**config.mk**
```make
export PLATFORM = sky130hd
export DESIGN_NAME = tsu_ts_queue_arb
export DESIGN_NICKNAME = d
export VERILOG_FILES = /design/src/rtl/tsu_ts_queue_arb.sv
export SDC_FILE = /design/constraint.sdc
export NUM_CORES = 1
export LEC_CHECK = 0
export CORE_AREA = 2 2 255 257
export CTS_BUF_LIST = sky130_fd_sc_hd__clkbuf_8 sky130_fd_sc_hd__clkbuf_16
export DETAILED_ROUTE_END_ITERATION = 10
export DIE_AREA = 0 0 257 259
export SKIP_LAST_GASP = 1
export SYNTH_ARGS = -nofsm -noshare
export SYNTH_HDL_FRONTEND = slang
export SYNTH_SLANG_ARGS = --single-unit
```
**constraint.sdc**
```tcl
create_clock -name rtc_clk -period 10.6 [get_ports rtc_clk]
set_clock_uncertainty 0.05 [all_clocks]
set_input_delay 2.12 -clock rtc_clk [delete_from_list [all_inputs] [get_ports rtc_clk]]
set_output_delay 2.12 -clock rtc_clk [all_outputs]
set_load 0.005 [all_outputs]
```
**src/rtl/tsu_ts_queue_arb.sv**
```systemverilog
// Timestamp event queue: one holding register per direction (rx/tx), round-robin
// arbitration into a shared show-ahead FIFO, with drop counters and level interrupt.
module tsu_ts_queue_arb #(
  parameter int unsigned DEPTH      = 4,
  parameter int unsigned INT_THRESH = 1
) (
  input  logic                   rtc_clk,
  input  logic                   rtc_rst_n,
  input  logic                   enable_i,
  input  logic                   rx_stb_i,
  input  logic [79:0]            rx_ts_i,
  input  logic [15:0]            rx_seqid_i,
  input  logic [3:0]             rx_msgtype_i,
  input  logic                   tx_stb_i,
  input  logic [79:0]            tx_ts_i,
  input  logic [15:0]            tx_seqid_i,
  input  logic [3:0]             tx_msgtype_i,
  input  logic                   pop_i,
  output logic                   q_valid_o,
  output logic                   q_dir_o,
  output logic [79:0]            q_ts_o,
  output logic [15:0]            q_seqid_o,
  output logic [3:0]             q_msgtype_o,
  output logic [$clog2(DEPTH):0] q_level_o,
  output logic [7:0]             rx_drop_cnt_o,
  output logic [7:0]             tx_drop_cnt_o,
  input  logic                   clr_cnt_i,
  output logic                   int_o
);
  localparam int unsigned AW = $clog2(DEPTH);
  localparam int unsigned DW = 100;
  localparam logic [AW:0] Full = (AW+1)'(DEPTH);

  logic [AW:0]   level_q, level_d;
  logic [AW-1:0] wr_ptr_q, wr_ptr_d, rd_ptr_q, rd_ptr_d;
  logic          rx_vld_q, rx_vld_d, tx_vld_q, tx_vld_d;
  logic [DW-1:0] rx_desc_q, rx_desc_d, tx_desc_q, tx_desc_d;
  logic          rr_last_q, rr_last_d;
  logic [7:0]    rx_drop_q, rx_drop_d, tx_drop_q, tx_drop_d;
  logic          int_q, int_d;
  logic [DW:0]   mem_q [DEPTH];

  logic          pop_eff, space, gnt_rx, gnt_tx, gnt, rx_drop, tx_drop;
  logic [DW:0]   wdata;

  always_comb begin
    pop_eff = enable_i & pop_i & (level_q != '0);
    // A same-cycle pop frees a slot for the grant.
    space   = (level_q != Full) | pop_eff;
    // rr_last_q: 0 = rx granted last, 1 = tx granted last.
    gnt_rx  = enable_i & space & rx_vld_q & (~tx_vld_q | rr_last_q);
    gnt_tx  = enable_i & space & tx_vld_q & (~rx_vld_q | ~rr_last_q);
    gnt     = gnt_rx | gnt_tx;
    wdata   = gnt_tx ? {1'b1, tx_desc_q} : {1'b0, rx_desc_q};
    rx_drop = enable_i & rx_stb_i & rx_vld_q & ~gnt_rx;
    tx_drop = enable_i & tx_stb_i & tx_vld_q & ~gnt_tx;
  end

  always_comb begin
    rx_vld_d  = rx_vld_q;
    rx_desc_d = rx_desc_q;
    tx_vld_d  = tx_vld_q;
    tx_desc_d = tx_desc_q;
    if (!enable_i) begin
      rx_vld_d = 1'b0;
      tx_vld_d = 1'b0;
    end else begin
      if (rx_stb_i && (!rx_vld_q || gnt_rx)) begin
        rx_vld_d  = 1'b1;
        rx_desc_d = {rx_ts_i, rx_seqid_i, rx_msgtype_i};
      end else if (gnt_rx) begin
        rx_vld_d = 1'b0;
      end
      if (tx_stb_i && (!tx_vld_q || gnt_tx)) begin
        tx_vld_d  = 1'b1;
        tx_desc_d = {tx_ts_i, tx_seqid_i, tx_msgtype_i};
      end else if (gnt_tx) begin
        tx_vld_d = 1'b0;
      end
    end
  end

  always_comb begin
    wr_ptr_d  = wr_ptr_q;
    rd_ptr_d  = rd_ptr_q;
    level_d   = level_q;
    rr_last_d = rr_last_q;
    if (!enable_i) begin
      wr_ptr_d  = '0;
      rd_ptr_d  = '0;
      level_d   = '0;
      rr_last_d = 1'b1;
    end else begin
      if (gnt)     wr_ptr_d = wr_ptr_q + AW'(1);
      if (pop_eff) rd_ptr_d = rd_ptr_q + AW'(1);
      if (gnt)     rr_last_d = gnt_tx;
      unique case ({gnt, pop_eff})
        2'b10:   level_d = level_q + (AW+1)'(1);
        2'b01:   level_d = level_q - (AW+1)'(1);
        default: level_d = level_q;
      endcase
    end
    int_d = enable_i & (32'(level_q) >= INT_THRESH);
  end

  always_comb begin
    rx_drop_d = rx_drop_q;
    tx_drop_d = tx_drop_q;
    if (clr_cnt_i) begin
      rx_drop_d = '0;
      tx_drop_d = '0;
    end else begin
      if (rx_drop && rx_drop_q != 8'hFF) rx_drop_d = rx_drop_q + 8'd1;
      if (tx_drop && tx_drop_q != 8'hFF) tx_drop_d = tx_drop_q + 8'd1;
    end
  end

  always_ff @(posedge rtc_clk or negedge rtc_rst_n) begin
    if (!rtc_rst_n) begin
      level_q   <= '0;
      wr_ptr_q  <= '0;
      rd_ptr_q  <= '0;
      rx_vld_q  <= 1'b0;
      tx_vld_q  <= 1'b0;
      rx_desc_q <= '0;
      tx_desc_q <= '0;
      rr_last_q <= 1'b1;
      rx_drop_q <= '0;
      tx_drop_q <= '0;
      int_q     <= 1'b0;
    end else begin
      level_q   <= level_d;
      wr_ptr_q  <= wr_ptr_d;
      rd_ptr_q  <= rd_ptr_d;
      rx_vld_q  <= rx_vld_d;
      tx_vld_q  <= tx_vld_d;
      rx_desc_q <= rx_desc_d;
      tx_desc_q <= tx_desc_d;
      rr_last_q <= rr_last_d;
      rx_drop_q <= rx_drop_d;
      tx_drop_q <= tx_drop_d;
      int_q     <= int_d;
    end
  end

  // Queue storage is intentionally left unreset.
  always_ff @(posedge rtc_clk) begin
    if (gnt) mem_q[wr_ptr_q] <= wdata;
  end

  assign q_valid_o     = (level_q != '0);
  assign {q_dir_o, q_ts_o, q_seqid_o, q_msgtype_o} = mem_q[rd_ptr_q];
  assign q_level_o     = level_q;
  assign rx_drop_cnt_o = rx_drop_q;
  assign tx_drop_cnt_o = tx_drop_q;
  assign int_o         = int_q & enable_i;

endmodule
```
After elaboration in Yosys (flattened, before gate mapping)
Memories as Yosys holds them, arrays and structs flattened.
Cells that the tools add are included.
{"block": "classes", "n_addsub": 6, "order_cmp": 1, "eq_ne": 10, "n_mux": 21, "bitwise": 24, "reduce_logical": 13}
{"operator": "101-bit two-way mux", "n": 1}
{"operator": "8-bit two-way mux", "n": 4}
{"operator": "8-bit by 1-bit adder with 8-bit output, second input constant", "n": 2}
{"operator": "8-bit != test, second input constant", "n": 2}
{"operator": "1-bit bitwise AND", "n": 15}
{"operator": "1-bit two-way mux", "n": 10}
{"operator": "3-bit by 1-bit != test with 1-bit output, second input constant", "n": 3}
{"operator": "2-bit two-way mux", "n": 4}
{"operator": "3-bit one-hot mux with 2 select lines", "n": 1}
{"operator": "1-bit NOT", "n": 5}
{"operator": "2-bit by 1-bit adder with 2-bit output, second input constant", "n": 2}
{"operator": "1-bit logical AND", "n": 4}
{"operator": "2-bit by 1-bit != test with 1-bit output, second input constant", "n": 2}
{"operator": "1-bit OR", "n": 4}
{"operator": "2-bit AND reduction", "n": 2}
{"operator": "2-bit nonzero test", "n": 2}
{"operator": "3-bit by 1-bit adder with 3-bit output, second input constant", "n": 1}
{"operator": "3-bit by 1-bit >= comparator with 1-bit output, second input constant", "n": 1}
{"operator": "3-bit two-way mux", "n": 1}
{"operator": "3-bit != test, second input constant", "n": 1}
{"operator": "3-bit nonzero test", "n": 1}
{"operator": "3-bit by 1-bit subtractor with 3-bit output, second input constant", "n": 1}
{"operator": "2-bit by 1-bit equality test with 1-bit output, second input constant", "n": 1}
{"operator": "2-bit equality test, second input constant", "n": 1}
{"operator": "2 further kinds", "n": 4}
{"block": "word_totals", "reg_bits": 227, "ram_bits": 404, "inputBits": 207, "out_inout_bits": 122, "elab_cells": 87, "memories": 1}
{"name": "mem_q", "depth": 4, "width": 101, "read_ports": 1, "rd_clocked_by_memory_dff": 0, "wr": 1, "line": "41", "source": "logic [DW:0] mem_q [DEPTH];"}

Longest topological paths before layout
Gate-level depths: netlist of run 1.
{"block": "depth", "depth_word": 11, "depth_mapped": 8, "depth_no_buf": 7}

Worst setup path after synthesis of run 1
No wires, ideal clock.
{"block": "synth_timing", "path_kind": "input-to-reg", "startpoint": "input port enable_i", "endpoint": "memory mem_q[0][0] (netlist bit), enable pin", "setup_time_ns": 0.471, "arrival_ns": 5.162, "required_ns": 10.079, "slack_ns": 4.917, "stages": 4, "n_path_buf": 1, "cell_sequence": "buf_2 -> o21ai_0 -> nor2_1 -> and2_1"}
{"block": "synth_between", "elab_chain_len": 9, "word_cells_on_any_way": 11, "cone_classes": "mux (2); bitwise (9)"}
{"element": "start: declaration", "line": "9", "source": "input logic enable_i,"}
{"element": "1-bit bitwise AND (2 in series)", "line": "47", "source": "pop_eff = enable_i & pop_i & (level_q != '0);"}
{"element": "1-bit OR", "line": "49", "source": "space = (level_q != Full) | pop_eff;"}
{"element": "1-bit bitwise AND *", "line": "51, 52"}
{"element": "1-bit bitwise AND, on equally long branches (2 in series)", "line": "51, 52"}
{"element": "1-bit OR *", "line": "53", "source": "gnt = gnt_rx | gnt_tx;"}
{"element": "1-bit two-way mux *", "line": "148", "source": "if (gnt) mem_q[wr_ptr_q] <= wdata;"}
{"element": "1-bit two-way mux (implied by the code) *", "line": "148"}
{"element": "end: declaration", "line": "41"}
Mark *: on every way between the ends. The rest lies on a longest branch, timed or not.

Final worst setup path of run 1
{"block": "layout_timing", "startpoint": "input port enable_i", "endpoint": "output port int_o"}
{"block": "layout_between", "elab_chain_len": 1}
{"element": "1-bit bitwise AND", "line": "156", "source": "assign int_o = int_q & enable_i;"}
{"element": "end: declaration", "line": "28", "source": "output logic int_o"}
Every way passes these cells.

==> results of run 1 <==
through the flow:
stage | util [%] | hold slack [ps] | setup WS (ps) | power [mW] | cell area [um2]
after floorplan | - | 424 | 4920 | 3.76 | 25300
final | 49.3 | 450 | 4750 | 6.61 | 31500
after detailed placement | 45.8 | 438 | 4670 | 4.38 | 29300
after global placement | 45.8 | 432 | 4690 | 4.35 | 29300
after global routing | 49.3 | 460 | 4700 | 6.91 | 31500
after CTS | 49.3 | 451 | 4750 | 6.73 | 31500
registers in the layout, summed over array words and instances, names as in the netlist:
| name | cells |
|---|---|
| rd_ptr_q | 2 |
| rx_desc_q | 100 |
| rx_vld_q | 1 |
| wr_ptr_q | 2 |
| mem_q | 404 |
| rx_drop_cnt_o | 8 |
| rr_last_q | 1 |
| q_level_o | 3 |
| tx_drop_cnt_o | 8 |
| int_q | 1 |
| tx_desc_q | 100 |
| tx_vld_q | 1 |
report_power, final:
group | internal [mW] | total [mW] | leakage (nW) | switching, mW
Clock | 1.37 | 2.31 | 1.18 | 0.943
Combinational | 0.751 | 1.27 | 3.76 | 0.515
Sequential | 2.91 | 3.03 | 6.38 | 0.120
Total | 5.03 | 6.61 | 11.3 | 1.58
cells in the final DEF (no fill, tap or decap), drive strengths merged, types with 8 or more instances in the layout:
cell type	netlist	routed
a21oi	19	19
buf	47	15
clkbuf	15	78
clkdlybuf4s50	0	327
clkinv	1	19
dfrtp	226	226
edfxtp	404	404
ha	10	10
inv	12	37
mux2	301	301
mux4	101	101
nand2	9	9
nand3	8	8
nor2	8	8
o21ai	15	15
or4	8	8
critical path, stage by stage:
cell             delay (ps)
clkdlybuf4s50_1         810
and2_1                  240
clkdlybuf4s50_1         500
area by class of cell:
| cell class | count | area [um2] |
|---|---|---|
| Tap cell | 855 | 1070 |
| Fill cell | 5182 | 32400 |
| Multi-Input combinational cell | 536 | 6950 |
| Timing Repair Buffer | 342 | 3390 |
| Sequential cell | 631 | 17800 |
| Clock buffer | 78 | 1880 |
| Clock inverter | 49 | 348 |
| Inverter | 13 | 48.8 |
worst max path at each step:
stage                                        end  cells past startpoint  slack [ps]
final                                      int_o                      3        4750
after global routing                       int_o                      3        4700
after CTS                                  int_o                      3        4750
after detailed placement  mem_q[3][26]$_DFFE_PP_                      5        4670
after global placement    mem_q[2][24]$_DFFE_PP_                      5        4690
after floorplan            mem_q[0][0]$_DFFE_PP_                      4        4920
metal layers:
| metal | up-vias | GRT usage (%) | routed length (um) | share of wire [%] |
|---|---|---|---|---|
| li1 | 5624 | - | - | - |
| met1 | 6625 | 21.1 | 23500 | 43 |
| met2 | 258 | 28.1 | 27400 | 50 |
| met3 | 76 | 3.92 | 2690 | 4.9 |
| met4 | 0 | 4.60 | 1120 | 2.0 |
| met5 | - | 0 | 0 | 0 |
logic make-up (layout without fill, tap and decap cells):
kind of cell             Yosys count  count (layout)
adder cells (fa/ha/maj)           10              10
multiplexers                     403             403
buffers and inverters             75             482
XOR/XNOR                           3               3
flip-flops                       631             631
AO/OA/AOI/OAI                     50              50
AND/OR/NAND/NOR                   70              70
==> out/qor.csv, run 1 <==
stage;metric;value;unit
outcome;status;finished clean;
job;max-cap-violations;0;
synth;yosys.area_share.simple;1.66;%
global_route;grt_pass1_wl;83.0;mm
synth;synthTopCellsByCount;edfxtp_1, dfrtp_1, mux2_2, mux4_2, mux2_4;
synth;syn-num-nets;1459;
synth;synth_xor_area_share;0.104;%
sta;slew_headroom;36.9;%
clock_tree;h-tree-depth;3;
synth;ys_async_sr_fraction;36.0;%
floorplanning;fp.dieW;257;um
critical_path;reg2reg_depth;6;
synth;synth.avg_cell_area;20.3;um2
critical_path;crit_required;8430;ps
critical_path;cp.arrival;3680;ps
min_path;hold_depth;1;
sta;timing.fmax;171;MHz
global_route;grt_max_degree;102;
synth;synthMuxAreaShare;24.0;%
sta;finalCritPeriodShare;55.2;%
critical_path;critical_path_class;in2out;
critical_path;regToRegSetupSlack;6880;ps
final_layout;areaGrowthSynthToFinish;24.8;%
min_path;min_to;rx_desc_q[36]$_DFFE_PN0P_;
sta;tightest_slew;946;ps
min_path;hp-class;reg2reg;
synth;synth_edf_count;404;
sta;slew_violations;0;
detailed_routing;firstDrtPassIters;4;
placement;post-place-cells;2377;
global_route;first_global_vias;13659;
critical_path;path_max_fanout;13;
critical_path;rr_endpoint;mem_q[3][18]$_DFFE_PP_;
critical_path;crit_path_start;enable_i;
clock_tree;cts_buffers;69;
clock_tree;cts_tree;yes;
global_route;grtUsageTotal;16.5;%
clock_tree;cts_root_buf;clkbuf_16;
floorplanning;io_pins;329;
final_layout;layout.cells.non_filler;2504;
sta;setup_viol;0;
floorplanning;die_h;259;um
synth;synth_top_area_share;48.0;%
synth;synth_area_leaders;edfxtp_1, dfrtp_1, mux4_2;
detailed_routing;wire_per_inst;21.8;um
synth;synth_top_family_by_area;multiplexers;
placement;io_buffers;328;
power;power_leakage;11.3;nW
sta;finalHoldViolCount;0;
power;power_density;210;mW/mm2
critical_path;cp-end-kind;output pin;
clock_tree;clockBufferDepth;3;
synth;syn-instance-count;1242;
detailed_routing;vias;12583;
synth;syn_area;0.0253;mm2
critical_path;cp-start-kind;primary input;
final_layout;drive_gt1_share;32.0;%
clock_tree;cts_setup_buffers;0;
clock_tree;cts_resized;0;
floorplanning;die-area;0.0666;mm2
sta;tns;0;ps
clock_tree;cts_hold_buf;0;
sta;rsz0062_at_grt;no;
synth;synth_fa_ha_area_share;0.496;%
detailed_routing;drcViolationCount;0;
synth;synth.distinct_cells;48;
floorplanning;start_util;39.5;%
detailed_routing;drtAntennaViolNets;0;
placement;place_congestion;0.739;
critical_path;reg2reg_from;q_level_o[1]$_DFFE_PN0P_;
global_route;grt_overflow;0;
synth;synth_compound_area_share;1.22;%
final_layout;nets;1810;
synth;ys_warn_count;0;
clock_tree;clock_sinks;631;
synth;synth-main-ff-cell;edfxtp_1;
detailed_routing;finalWirelength;54.6;mm
detailed_routing;detail_route.vias_per_cell;5.03;
synth;synth_seq_cells;631;
synth;synth-seq-area-share;70.5;%
min_path;min-delay-start;rx_desc_q[36]$_DFFE_PN0P_;
power;vdd_drop_max;0.140;mV
detailed_routing;drt_iter0_drc;660;
synth;yosys.area.top_type;edfxtp_1;
final_layout;diodes;0;
clock_tree;clkLatencyLatePin;590;ps
sta;period_needed;5850;ps
floorplanning;core_area;0.0639;mm2
placement;hpwl;33.8;mm
clock_tree;cts.clk_slew.worst_paths;60;ps
global_route;antenna_found_initial;0;
synth;yosysMostFrequentCell;edfxtp_1;
floorplanning;rows;93;
(Power assumes the default switching activity.)
==> inputs of run 2 (changes only) <==
Clock period 10.6 ns to 5.81 ns, I/O delays scaled along.
==> out/qor.csv, run 2 (same netlist as run 1, synthesis figures left out) <==
stage;metric;value;unit;change
clock_tree;cts_setup_buffers;0;;unchanged
clock_tree;clockBufferDepth;3;;unchanged
global_route;grt_busiest_layer;met2;;
power;p_int;9.38;mW;+86%
power;clkPwrFrac;36.0;%;+1.0 points
floorplanning;die-area;0.0666;mm2;unchanged
critical_path;path_max_fanout;60;;+47
floorplanning;die_h;259;um;unchanged
detailed_routing;vias;12702;;+0.95%
critical_path;worstPathCellList;buf_12, mux4_2, clkdlybuf4s50_1;;
sta;finalHoldViolCount;0;;unchanged
sta;finalCritPeriodShare;74.5;%;
final_layout;largest_register_ffs;404;;unchanged
power;vdd_drop_max;0.202;mV;+44%
global_route;grtUsageTotal;16.8;%;+0.29 points
critical_path;critical_path.top_delay_family;buffers and inverters;;
sta;setup_viol;0;;unchanged
global_route;use_met3;3.97;%;+0.059 points
critical_path;critical_path_class;reg2out;;
global_route;first_global_vias;13905;;+1.8%
placement;place_congestion;0.766;;+3.7%
power;swShare;23.8;%;-0.052 points
sta;slew_headroom;39.5;%;+2.6 points
power;power_frac_seq;45.0;%;-0.9 points
critical_path;cp-start-kind;register;;
power;power_density;387;mW/mm2;+84%
global_route;grt_max_degree;101;;-0.98%
sta;period_needed;4330;ps;
sta;worst_hold_slack;449;ps;-0.802 ps
power;power_frac_comb;19.0;%;about the same
critical_path;cp.arrival;3120;ps;-560 ps
sta;rsz0062_at_grt;no;;
global_route;met2_usage;28.0;%;-0.082 points
global_route;use_met1;22.1;%;+0.94 points
critical_path;max_stage_delay;810;ps;about the same
clock_tree;cts_tree;yes;;
floorplanning;rows;93;;unchanged
final_layout;n_fill_cell;5155;;-0.52%
floorplanning;io_pins;329;;unchanged
clock_tree;cts_root_buf;clkbuf_16;;
final_layout;regMostFlops;mem_q;;
min_path;hp-class;reg2reg;;
power;p_total;12.3;mW;+86%
clock_tree;clock_sinks;631;;unchanged
global_route;grt_pass1_wl;84.7;mm;+2.0%
critical_path;cp-end-kind;output pin;;
detailed_routing;drtAntennaViolNets;0;;unchanged
floorplanning;fp.dieW;257;um;unchanged
critical_path;crit_path_start;rd_ptr_q[0]$_DFFE_PN0P_;;
floorplanning;start_util;39.5;%;unchanged
detailed_routing;drcViolationCount;0;;unchanged
clock_tree;cts_buffers;69;;unchanged
detailed_routing;firstDrtPassIters;5;;+1
final_layout;layout_commonest_cell;edfxtp_1;;
clock_tree;cts_resized;0;;unchanged
global_route;antenna_found_initial;3;;+3
sta;slew_violations;0;;unchanged
floorplanning;core_area;0.0639;mm2;unchanged
sta;tns;0;ps;unchanged
clock_tree;cts_hold_buf;0;;unchanged
min_path;min-delay-start;rx_desc_q[96]$_DFFE_PN0P_;;
detailed_routing;finalWirelength;55.6;mm;+1.8%
detailed_routing;detail_route.vias_per_cell;5.05;;+0.54%
power;power_leakage;11.4;nW;+1.1%
final_layout;top_regs;mem_q: 404 flops, rx_desc_q: 100 flops, tx_desc_q: 100 flops;;
final_layout;drive_gt1_share;32.9;%;+0.85 points
critical_path;crit_path_top_delay_cell;dfrtp_4;;
final_layout;areaGrowthSynthToFinish;25.9;%;
placement;hpwl;35.2;mm;+4.0%
critical_path;crit_buf_inv;2;;unchanged
clock_tree;h-tree-depth;3;;unchanged
detailed_routing;drt_iter0_drc;822;;+25%
sta;tightest_slew;907;ps;-39.1 ps
clock_tree;clkLatencyLatePin;600;ps;about the same
final_layout;nets;1819;;+0.50%
global_route;grt_overflow;0;;unchanged
clock_tree;cts.clk_slew.worst_paths;60;ps;about the same
outcome;status;finished clean;;
critical_path;crit_required;4600;ps;-3830 ps
final_layout;layout.cells.non_filler;2514;;+0.40%
placement;io_buffers;328;;unchanged
power;switching_power;2.93;mW;+86%
detailed_routing;wire_per_inst;22.1;um;+1.4%
placement;post-place-cells;2386;;+0.38%
sta;timing.fmax;231;MHz;
critical_path;reg2reg_from;q_level_o[1]$_DFFE_PN0P_;;
final_layout;final_cell_mix;edfxtp_1, clkdlybuf4s50_1, dfrtp_1;;
job;max-cap-violations;0;;unchanged
run 2: cell types whose count changed in the layout (fill, tap and decap cells not counted), sizes merged:
cell and delta:
inv -3, clkbuf +3, bufinv +3, diode +1, buf +9, clkinv -1
clkinvlp -2
run 2: layout make-up:
| cell class | count | area [um2] | share of cell area [%] |
|---|---|---|---|
| timing repair buffer | 351 | 3570 | 11.2 |
| clock inverter | 46 | 409 | 1.29 |
| sequential | 631 | 17800 | 56.0 |
| inverter | 13 | 48.8 | 0.153 |
| antenna | 1 | 2.50 | 0.00787 |
| multi-input combinational | 536 | 6950 | 21.9 |
| clock buffer | 81 | 1930 | 6.06 |
| tap | 855 | 1070 | 3.36 |
run 2: final timing paths:
kind / endpoint / slack [ps] / cells past startpoint
hold / removal: rx_desc_q[96]$_DFFE_PN0P_ / 450 / 1
setup reg to reg: rx_desc_q[35]$_DFFE_PN0P_ / 2430 / 7
setup / recovery: q_ts_o[76] / 1480 / 3
hold reg to reg: rx_desc_q[96]$_DFFE_PN0P_ / 450 / 1
min in group asynchronous: tx_desc_q[85]$_DFFE_PN0P_ / 490 / 1
max in group asynchronous: tx_desc_q[40]$_DFFE_PN0P_ / 4150 / 2
run 2: metal layers:
layer	share of wire [%]	vias to the layer above
met1	42	6651
li1	-	5628
met5	0.049	-
met2	50	327
met4	2.1	4
met3	5.1	92
run 2: metrics by stage:
step	instance area (um2)	utilization, %	setup slack [ps]
2_1_floorplan	25300	-	1080
6_report	31800	49.8	1480
4_1_cts	31800	49.8	1350
3_5_place_dp	29500	46.1	1470
3_3_place_gp	29500	46.1	1500
5_1_grt	31800	49.8	1250
run 2: power groups by stage:
stage / Clock [mW] / Combinational [mW] / Sequential (mW)
2_1_floorplan: 0 / 1.34 / 5.51
3_3_place_gp: 0 / 2.36 / 5.62
3_5_place_dp: 0 / 2.39 / 5.63
4_1_cts: 4.54 / 2.40 / 5.55
5_1_grt: 4.73 / 2.51 / 5.60
6_report: 4.43 / 2.34 / 5.54
